$ cat src/rtl/stream_mux.sv
// stream_mux: N-to-1 stream multiplexer with a registered output stage.
// One valid input channel is granted per cycle; the granted word is captured
// into the output register whenever that register is empty or being drained.
// Build option: define STREAM_MUX_RR_EN for round-robin arbitration; otherwise
// fixed priority where the lowest valid index wins.

module stream_mux #(
   parameter int unsigned WIDTH  = 32,
   parameter int unsigned NUM_IN = 8,
   localparam int unsigned SELW  = $clog2(NUM_IN)
) (
   input  logic                    clk,
   input  logic                    reset,
   input  logic [NUM_IN-1:0]       in_valid,
   input  logic [NUM_IN*WIDTH-1:0] in_data,
   output logic [NUM_IN-1:0]       in_ready,
   output logic                    out_valid,
   output logic [WIDTH-1:0]        out_data,
   output logic [SELW-1:0]         out_sel,
   input  logic                    out_ready
);

   logic             load;
   logic             gnt_found;
   logic [SELW-1:0]  gnt_idx;
   logic [SELW-1:0]  ptr;
   // One extra bit so ptr + offset cannot overflow before the wrap.
   logic [SELW:0]    cand;
   logic [WIDTH-1:0] chan [NUM_IN];

   logic             valid_q;
   logic [WIDTH-1:0] data_q;
   logic [SELW-1:0]  sel_q;

   for (genvar i = 0; i < NUM_IN; i++) begin : g_chan
      assign chan[i] = in_data[i*WIDTH +: WIDTH];
   end

   assign load      = !valid_q || out_ready;
   assign out_valid = valid_q;
   assign out_data  = data_q;
   assign out_sel   = sel_q;

   // Grant: first valid channel found scanning upward from ptr, with wrap.
   always_comb begin
      gnt_found = 1'b0;
      gnt_idx   = '0;
      cand      = '0;
      for (int unsigned k = 0; k < NUM_IN; k++) begin
         cand = {1'b0, ptr} + (SELW+1)'(k);
         if (cand >= (SELW+1)'(NUM_IN)) begin
            cand = cand - (SELW+1)'(NUM_IN);
         end
         if (!gnt_found && in_valid[cand[SELW-1:0]]) begin
            gnt_found = 1'b1;
            gnt_idx   = cand[SELW-1:0];
         end
      end
   end

   // Ready is the grant qualified by load; forced low while in reset.
   always_comb begin
      in_ready = '0;
      for (int unsigned i = 0; i < NUM_IN; i++) begin
         in_ready[i] = gnt_found && (gnt_idx == SELW'(i)) && load && !reset;
      end
   end

   // Output register: capture on load with a grant, empty on load without one.
   always_ff @(posedge clk or posedge reset) begin
      if (reset) begin
         valid_q <= 1'b0;
         data_q  <= '0;
         sel_q   <= '0;
      end else if (load) begin
         valid_q <= gnt_found;
         if (gnt_found) begin
            data_q <= chan[gnt_idx];
            sel_q  <= gnt_idx;
         end
      end
   end

`ifdef STREAM_MUX_RR_EN
   logic [SELW-1:0] ptr_q;
   logic [SELW-1:0] ptr_d;

   // Advance the search start to just past the channel that was captured.
   always_comb begin
      ptr_d = ptr_q;
      if (load && gnt_found) begin
         ptr_d = (gnt_idx == SELW'(NUM_IN - 1)) ? '0 : gnt_idx + SELW'(1);
      end
   end

   // Priority pointer register.
   always_ff @(posedge clk or posedge reset) begin
      if (reset) begin
         ptr_q <= '0;
      end else begin
         ptr_q <= ptr_d;
      end
   end

   assign ptr = ptr_q;
`else
   assign ptr = '0;
`endif

endmodule
$ cat config.mk
export PLATFORM = sky130hd
export DESIGN_NAME = stream_mux
export DESIGN_NICKNAME = d
export VERILOG_FILES = /design/src/rtl/stream_mux.sv
export SDC_FILE = /design/constraint.sdc
export NUM_CORES = 1
export LEC_CHECK = 0
export CAP_MARGIN = 10
export CORE_AREA = 2 2 120 122
export DETAILED_ROUTE_END_ITERATION = 7
export DIE_AREA = 0 0 122 124
export PLACE_DENSITY = 0.66
export REMOVE_ABC_BUFFERS = 1
export SKIP_CTS_REPAIR_TIMING = 1
export SLEW_MARGIN = 10
export SYNTH_ARGS = -nofsm -noshare
export SYNTH_HDL_FRONTEND = slang
export SYNTH_SLANG_ARGS = --single-unit
export TNS_END_PERCENT = 20
$ cat constraint.sdc
create_clock -name clk -period 2.75 [get_ports clk]
set_clock_uncertainty 0.1 [all_clocks]
set_input_delay 0.55 -clock clk [delete_from_list [all_inputs] [get_ports clk]]
set_output_delay 0.55 -clock clk [all_outputs]
set_load 0.01 [all_outputs]
==> impl_metrics.csv, run 1 <==
group,metric,value,unit
sta,worstMarginPinSlew,1.06,ns
grt,grt.overflow.total,0,
floorplanning,dieArea,0.0151,sq mm
placement,place_worst_setup_slack,-0.606,ns
hold_path,hold_start,"out_data[4]$_DFFE_PP0P_",
critical_path,endpoint_kind,"output port",
sta,final_hold_viol_count,0,
synthesis,ys_seq_area_frac,0.270,
sta,maxSlewViolCount,0,
critical_path,cp_cell_sequence,"clkdlybuf4s50_1, buf_4, or2_4, buf_4, nor4_1, clkbuf_2",
routing,dr.pass1.iters,8,
synthesis,synth-async-reset-ratio,1.00,
finish,fin_nets,983,
job,max-cap-violations,0,
hold_path,worstHoldPathCells,1,
sta,rsz0062_at_grt,"true",
routing,route.detailed.drc,0,
critical_path,crit_required,2.10,ns
pwr,clkPwrFrac,0.259,
grt,antenna_found_initial,0,
synthesis,ys_ff_latch,36,
pwr,switchingPower,617,uW
critical_path,path_delay_family,"buffers and inverters",
placement,gp_congestion,0.873,
synthesis,netlist_instances,395,
placement,portBuffers,310,
critical_path,cpMostUsedCell,"buf_4",
grt,grt_pass1_vias,4821,
routing,initialDrtViolationCount,317,
synthesis,synth_compound_area_frac,0.308,
routing,antenna_left,0,
placement,placed_cells,889,
pwr,cellLeakagePower,0.00289,uW
sta,period_share,0.993,
finish,post-route-cell-area,0.00713,sq mm
critical_path,slowest_delay,0.45,ns
pwr,combPwrFrac,0.453,
synthesis,yosysTopAreaCell,"dfrtp_1",
synthesis,yosysWarnings,0,
placement,dp_hpwl,13.7,mm
finish,drive_gt1_frac,0.126,
hold_path,hold_path_end,"out_data[4]$_DFFE_PP0P_",
pwr,p_sw_frac,0.277,
synthesis,synth_top_family_by_area,"compound AO/OA/AOI/OAI gates",
routing,wl,17.5,mm
sta,finalSetupViolations,0,
critical_path,reg2reg_slack,0.69,ns
cts,clock-sinks,36,
synthesis,synthMuxAreaShare,0.141,
floorplanning,die_w,122,microns
critical_path,ff2ff_path_depth,7,
floorplanning,io_pins,311,
synthesis,post_synth_and_or_nand_nor_area_fraction,0.210,
grt,grt_pass1_wl,25.4,mm
cts,cts_made_buffers,5,
routing,routed_via_density,5.15,
outcome,run_status,"completed",
critical_path,slowest_stage,"clkdlybuf4s50_1",
cts,clk_pin_slew,0.06,ns
pwr,powerDensity,312,mW/mm^2
cts,clockBufferDepth,2,
floorplanning,start_util,0.243,
pwr,irDropWorstVdd,0.213,mV
synthesis,synthTopCellsByArea,"dfrtp_1 (27%), mux2i_1 (9.9%), a22oi_1 (7.9%)",
critical_path,crit_arrival,2.08,ns
finish,area_growth,114,%
critical_path,r2r_start,"out_valid$_DFFE_PP0N_",
critical_path,critPathKind,"in2out",
sta,fin_crit,2.73,ns
routing,via_count,4622,
cts,cts-root-buf,"clkbuf_16",
finish,layoutNonFillerInstCount,897,
floorplanning,chipHeight,124,microns
critical_path,cp-start-kind,"primary input",
synthesis,ys_types,47,
finish,n_antenna_cell,0,
synthesis,synth-edff-count,0,
synthesis,ys.flop_type,"dfrtp_1",
sta,finalWorstSetupSlack,0.0203,ns
floorplanning,core.rowCount,43,
sta,fmax,366,MHz
synthesis,yosysTopAreaCellShare,0.270,
floorplanning,core,0.0137,sq mm
critical_path,crit_path_max_fanout,8,
cts,clk_latency,0.27,ns
pwr,seq_power_share,0.288,
grt,grt_use_total,0.219,
cts,tritoncts,"built",
placement,place_area,0.00690,sq mm
sta,relSlewSlack,0.293,
grt,grt_max_degree,37,
critical_path,reg2reg_to,"out_data[1]$_DFFE_PP0P_",
routing,avgRoutedWirePerCell,19.6,microns
cts,cts_max_level,2,
pwr,power,2230,uW
pwr,power.internal,1610,uW
hold_path,hp-class,"reg2reg",
synthesis,synthXorXnorAreaFrac,0,
synthesis,synthAdderAreaFrac,0,
critical_path,path_buf_inv,4,
synthesis,synth_area,0.00334,sq mm
synthesis,synth_area_per_cell,8.45,sq um
Yosys cell counts, types with 2 or more instances:
master,n
o22ai_1,9
o21ai_0,34
nand4b_1,11
buf_6,4
inv_1,5
nor3_1,3
or4b_1,3
dfrtp_1,36
buf_2,15
a21oi_2,2
nor2_1,28
nor3b_1,2
or3_1,14
mux2i_1,33
buf_4,7
clkbuf_1,7
nor2b_1,3
a222oi_1,20
clkbuf_2,2
nor4_1,5
or4_4,2
a21boi_0,10
a211o_1,9
nand2_1,54
a22oi_1,35
buf_1,2
mux2_2,11
nand2b_1,2
a22o_1,9
through the flow:
step | setup TNS (ns) | utilization | hold slack (ns)
after global routing | -0.186 | 0.520 | 0.408
after floorplan | -77.35 | - | 0.429
after global placement | -16.62 | 0.503 | 0.372
after detailed placement | -17.88 | 0.503 | 0.376
final | 0 | 0.520 | 0.385
after CTS | -8.74 | 0.514 | 0.389
state kept, by name (all words and copies together), names as in the netlist:
register   cells
out_data      32
out_sel        3
out_valid      1
layout by cell type (no fill, tap or decap), types with 5 or more instances in the layout:
| cell type | count |
|---|---|
| a22oi_1 | 35 |
| nor2_1 | 27 |
| o21ai_0 | 33 |
| nand4b_1 | 11 |
| dlymetal6s2s_1 | 7 |
| mux2_2 | 11 |
| a222oi_1 | 20 |
| o22ai_1 | 9 |
| clkbuf_16 | 5 |
| mux2i_1 | 33 |
| a22o_1 | 9 |
| a211o_1 | 9 |
| clkdlybuf4s50_1 | 297 |
| or3_1 | 14 |
| buf_12 | 9 |
| dfrtp_1 | 36 |
| buf_4 | 30 |
| nand2_1 | 53 |
| a21boi_0 | 10 |
metal layers:
metal	routed length, microns	GRT usage
met5	0	0
met4	263	0.0553
met3	1680	0.0504
met2	9140	0.423
met1	6470	0.241
cell families after synthesis:
kind of cell | after synthesis
DFF | 36
buffers and inverters | 43
and+or+nand+nor | 134
muxes | 45
AOI/OAI and AO/OA | 137
power groups by stage:
stage | sequential, uW | clock, uW | combinational (uW)
floorplan | 679 | 0 | 267
global placement | 649 | 0 | 984
detailed placement | 651 | 0 | 998
CTS | 643 | 596 | 1000
global route | 651 | 622 | 1080
finish | 642 | 577 | 1010
area by class of cell:
type / count / area, sq um
fill: 1255 / 6590
timing repair buffer: 351 / 3530
multi-input combinational: 316 / 2300
sequential: 36 / 901
tap: 180 / 225
clock buffer: 8 / 146
inverter: 6 / 22.5
how the worst max path moves through the flow:
stage                           start           to  cells after the start
after CTS                 in_valid[6]  in_ready[6]                      6
after floorplan           in_valid[4]  in_ready[5]                      3
after global placement    in_valid[6]  in_ready[5]                      6
final                     in_valid[0]  in_ready[2]                      6
after detailed placement  in_valid[6]  in_ready[6]                      6
after global routing      in_valid[1]  in_ready[4]                      6
(Power assumes the default switching activity.)
==> inputs of run 2 (changes only) <==
--- a/config.mk
+++ b/config.mk
@@ -5,11 +5,12 @@
 export SDC_FILE = /design/constraint.sdc
 export NUM_CORES = 1
 export LEC_CHECK = 0
+export ABC_AREA = 1
 export CAP_MARGIN = 10
-export CORE_AREA = 2 2 120 122
+export CORE_AREA = 2 2 121 123
 export DETAILED_ROUTE_END_ITERATION = 7
-export DIE_AREA = 0 0 122 124
-export PLACE_DENSITY = 0.66
+export DIE_AREA = 0 0 123 125
+export PLACE_DENSITY = 0.74
 export REMOVE_ABC_BUFFERS = 1
 export SKIP_CTS_REPAIR_TIMING = 1
 export SLEW_MARGIN = 10
==> impl_metrics.csv, run 2 <==
group,metric,value,unit
cts,cts_made_buffers,5,
synthesis,synth-async-reset-ratio,1.00,
synthesis,yosysTopAreaCellShare,0.473,
sta,finalSetupViolations,0,
placement,portBuffers,310,
finish,finish.utilization,0.551,
critical_path,crit_required,2.10,ns
synthesis,synth_area,0.00441,sq mm
floorplanning,chipHeight,125,microns
job,max-cap-violations,0,
floorplanning,core,0.0142,sq mm
synthesis,synthMuxAreaShare,0,
cts,tritoncts,"built",
pwr,cellLeakagePower,0.00405,uW
sta,maxSlewViolCount,0,
sta,period_share,0.959,
synthesis,synth_top_family_by_area,"simple AND/OR/NAND/NOR gates",
routing,avgRoutedWirePerCell,13.8,microns
hold_path,worstHoldPathCells,2,
routing,wl,18.3,mm
synthesis,post_synth_and_or_nand_nor_area_fraction,0.687,
pwr,power.internal,1790,uW
critical_path,slowest_stage,"clkdlybuf4s50_1",
floorplanning,die_w,123,microns
synthesis,synth_area_per_cell,5.13,sq um
finish,n_antenna_cell,0,
synthesis,yosysTopAreaCell,"nand2_1",
critical_path,reg2reg_slack,1.15,ns
floorplanning,io_pins,311,
critical_path,ff2ff_path_depth,7,
placement,dp_hpwl,13.0,mm
critical_path,critPathKind,"in2out",
cts,clk_pin_slew,0.06,ns
grt,grt.overflow.total,0,
synthesis,synthXorXnorAreaFrac,0,
critical_path,slowest_delay,0.52,ns
synthesis,netlist_instances,859,
grt,grt_max_degree,73,
critical_path,endpoint_kind,"output port",
routing,via_count,6269,
placement,gp_congestion,0.817,
synthesis,ys_seq_area_frac,0.204,
critical_path,crit_path_max_fanout,5,
cts,clk_latency,0.28,ns
sta,fin_crit,2.64,ns
synthesis,yosysMostFrequentCell,"nand2_1",
hold_path,hp-class,"reg2reg",
hold_path,hold_start,"out_sel[1]$_DFFE_PP0P_",
grt,grt_pass1_vias,5836,
sta,worstMarginPinSlew,0.752,ns
synthesis,ys_ff_latch,36,
grt,antenna_found_initial,0,
sta,fmax,379,MHz
routing,antenna_left,0,
finish,area_growth,77.7,%
finish,drive_gt1_frac,0.0580,
pwr,p_sw_frac,0.315,
routing,initialDrtViolationCount,331,
finish,largest_register_ffs,32,
cts,cts_max_level,2,
sta,relSlewSlack,0.499,
synthesis,synth-edff-count,0,
critical_path,cp-start-kind,"primary input",
routing,routed_via_density,4.74,
synthesis,synth_compound_area_frac,0.00738,
synthesis,ys.flop_type,"dfrtp_1",
pwr,clkPwrFrac,0.269,
synthesis,synth_common_cells,"nand2_1 (555), nand3_1 (163), buf_2 (42)",
finish,final_common_cell,"nand2_1",
cts,cts-root-buf,"clkbuf_16",
sta,final_hold_viol_count,0,
outcome,run_status,"completed",
floorplanning,core.rowCount,44,
finish,final_cell_mix,"nand2_1 (553), clkdlybuf4s50_1 (297), nand3_1 (161)",
synthesis,synthAdderAreaFrac,0,
finish,fin_nets,1404,
synthesis,yosysWarnings,0,
grt,grt_use_total,0.228,
cts,clock-sinks,36,
pwr,irDropWorstVdd,0.375,mV
critical_path,cp-startpoint,"in_valid[6]",
synthesis,synthTopCellsByArea,"nand2_1 (47%), dfrtp_1 (20%), nand3_1 (19%)",
synthesis,ys_types,21,
routing,route.detailed.drc,0,
critical_path,r2r_start,"out_valid$_DFFE_PP0N_",
critical_path,crit_arrival,1.99,ns
cts,clockBufferDepth,2,
critical_path,cp_cell_sequence,"clkdlybuf4s50_1, inv_2, nand4_1, buf_4, nand3_2, nor3_1, dlymetal6s2s_1",
critical_path,reg2reg_to,"out_data[20]$_DFFE_PP0P_",
pwr,combPwrFrac,0.479,
sta,fin_setup_tns,0,ns
floorplanning,dieArea,0.0154,sq mm
routing,dr.pass1.iters,4,
hold_path,hold_path_end,"out_sel[1]$_DFFE_PP0P_",
pwr,seq_power_share,0.253,
pwr,powerDensity,333,mW/mm^2
pwr,switchingPower,820,uW
floorplanning,start_util,0.310,
grt,grt_pass1_wl,28.5,mm
## run 2: cell types whose count changed after synthesis, moves of 11 or more
| cell | delta |
|---|---|
| buf_2 | +27 |
| a22oi_1 | -35 |
| or3_1 | -14 |
| nand4b_1 | -11 |
| mux2_2 | -11 |
| mux2i_1 | -33 |
| o21ai_0 | -32 |
| nand2_1 | +501 |
| nand3_1 | +162 |
| a222oi_1 | -20 |
| nor2_1 | -25 |
## run 2: worst max-delay path by stage
stage,endpoint,slack (ns),depth (start not counted)
after global routing,in_ready[0],-0.03,8
after CTS,in_ready[7],-0.44,7
final,in_ready[5],0.11,7
after global placement,in_ready[7],-0.38,7
after detailed placement,in_ready[7],-0.43,7
after floorplan,in_ready[0],-3.65,7
## run 2: cell type report
cell class,instances,area (sq um)
clock inverter,1,30.0
multi-input combinational,743,3120
inverter,13,48.8
fill,1464,6370
tap,184,230
sequential,36,901
clock buffer,7,153
timing repair buffer,338,3350
## run 2: kinds of logic (layout without fill, tap and decap cells)
logic type / count (synthesis) / count (layout)
flops: 36 / 36
simple gates: 738 / 738
buf+inv: 80 / 359
compound gates: 5 / 5
## run 2: per-stage QoR
stage / instance area, sq um / worst slack [ns] / hold slack, ns / cells / power, uW
floorplan: 4010 / -3.65 / 0.417 / 792 / 1180
global placement: 7570 / -0.382 / 0.365 / 1308 / 1900
detailed placement: 7570 / -0.433 / 0.378 / 1308 / 1910
CTS: 7750 / -0.436 / 0.393 / 1316 / 2630
global route: 7830 / -0.0294 / 0.419 / 1322 / 2800
finish: 7830 / 0.114 / 0.388 / 1322 / 2610
## run 2: per-layer routing
layer | vias to the layer above | track usage | share of wire | wire (microns)
met5 | - | 0 | 0 | 0
met4 | 0 | 0.0582 | 0.021 | 383
met3 | 26 | 0.0557 | 0.086 | 1570
met2 | 235 | 0.410 | 0.49 | 9020
met1 | 2768 | 0.266 | 0.40 | 7330
li1 | 3240 | - | - | -
## run 2: critical path, delay by kind of cell
family,cells,cell delay (ns)
buffers and inverters,4,0.93
and+or+nand+nor,3,0.50
## run 2: power by group through the flow
stage                     clock network (uW)  registers, uW  logic, uW
after floorplan                            0            705        480
after global placement                     0            662       1240
after detailed placement                   0            667       1250
after CTS                                724            658       1250
after global routing                     749            669       1380
final                                    700            658       1250
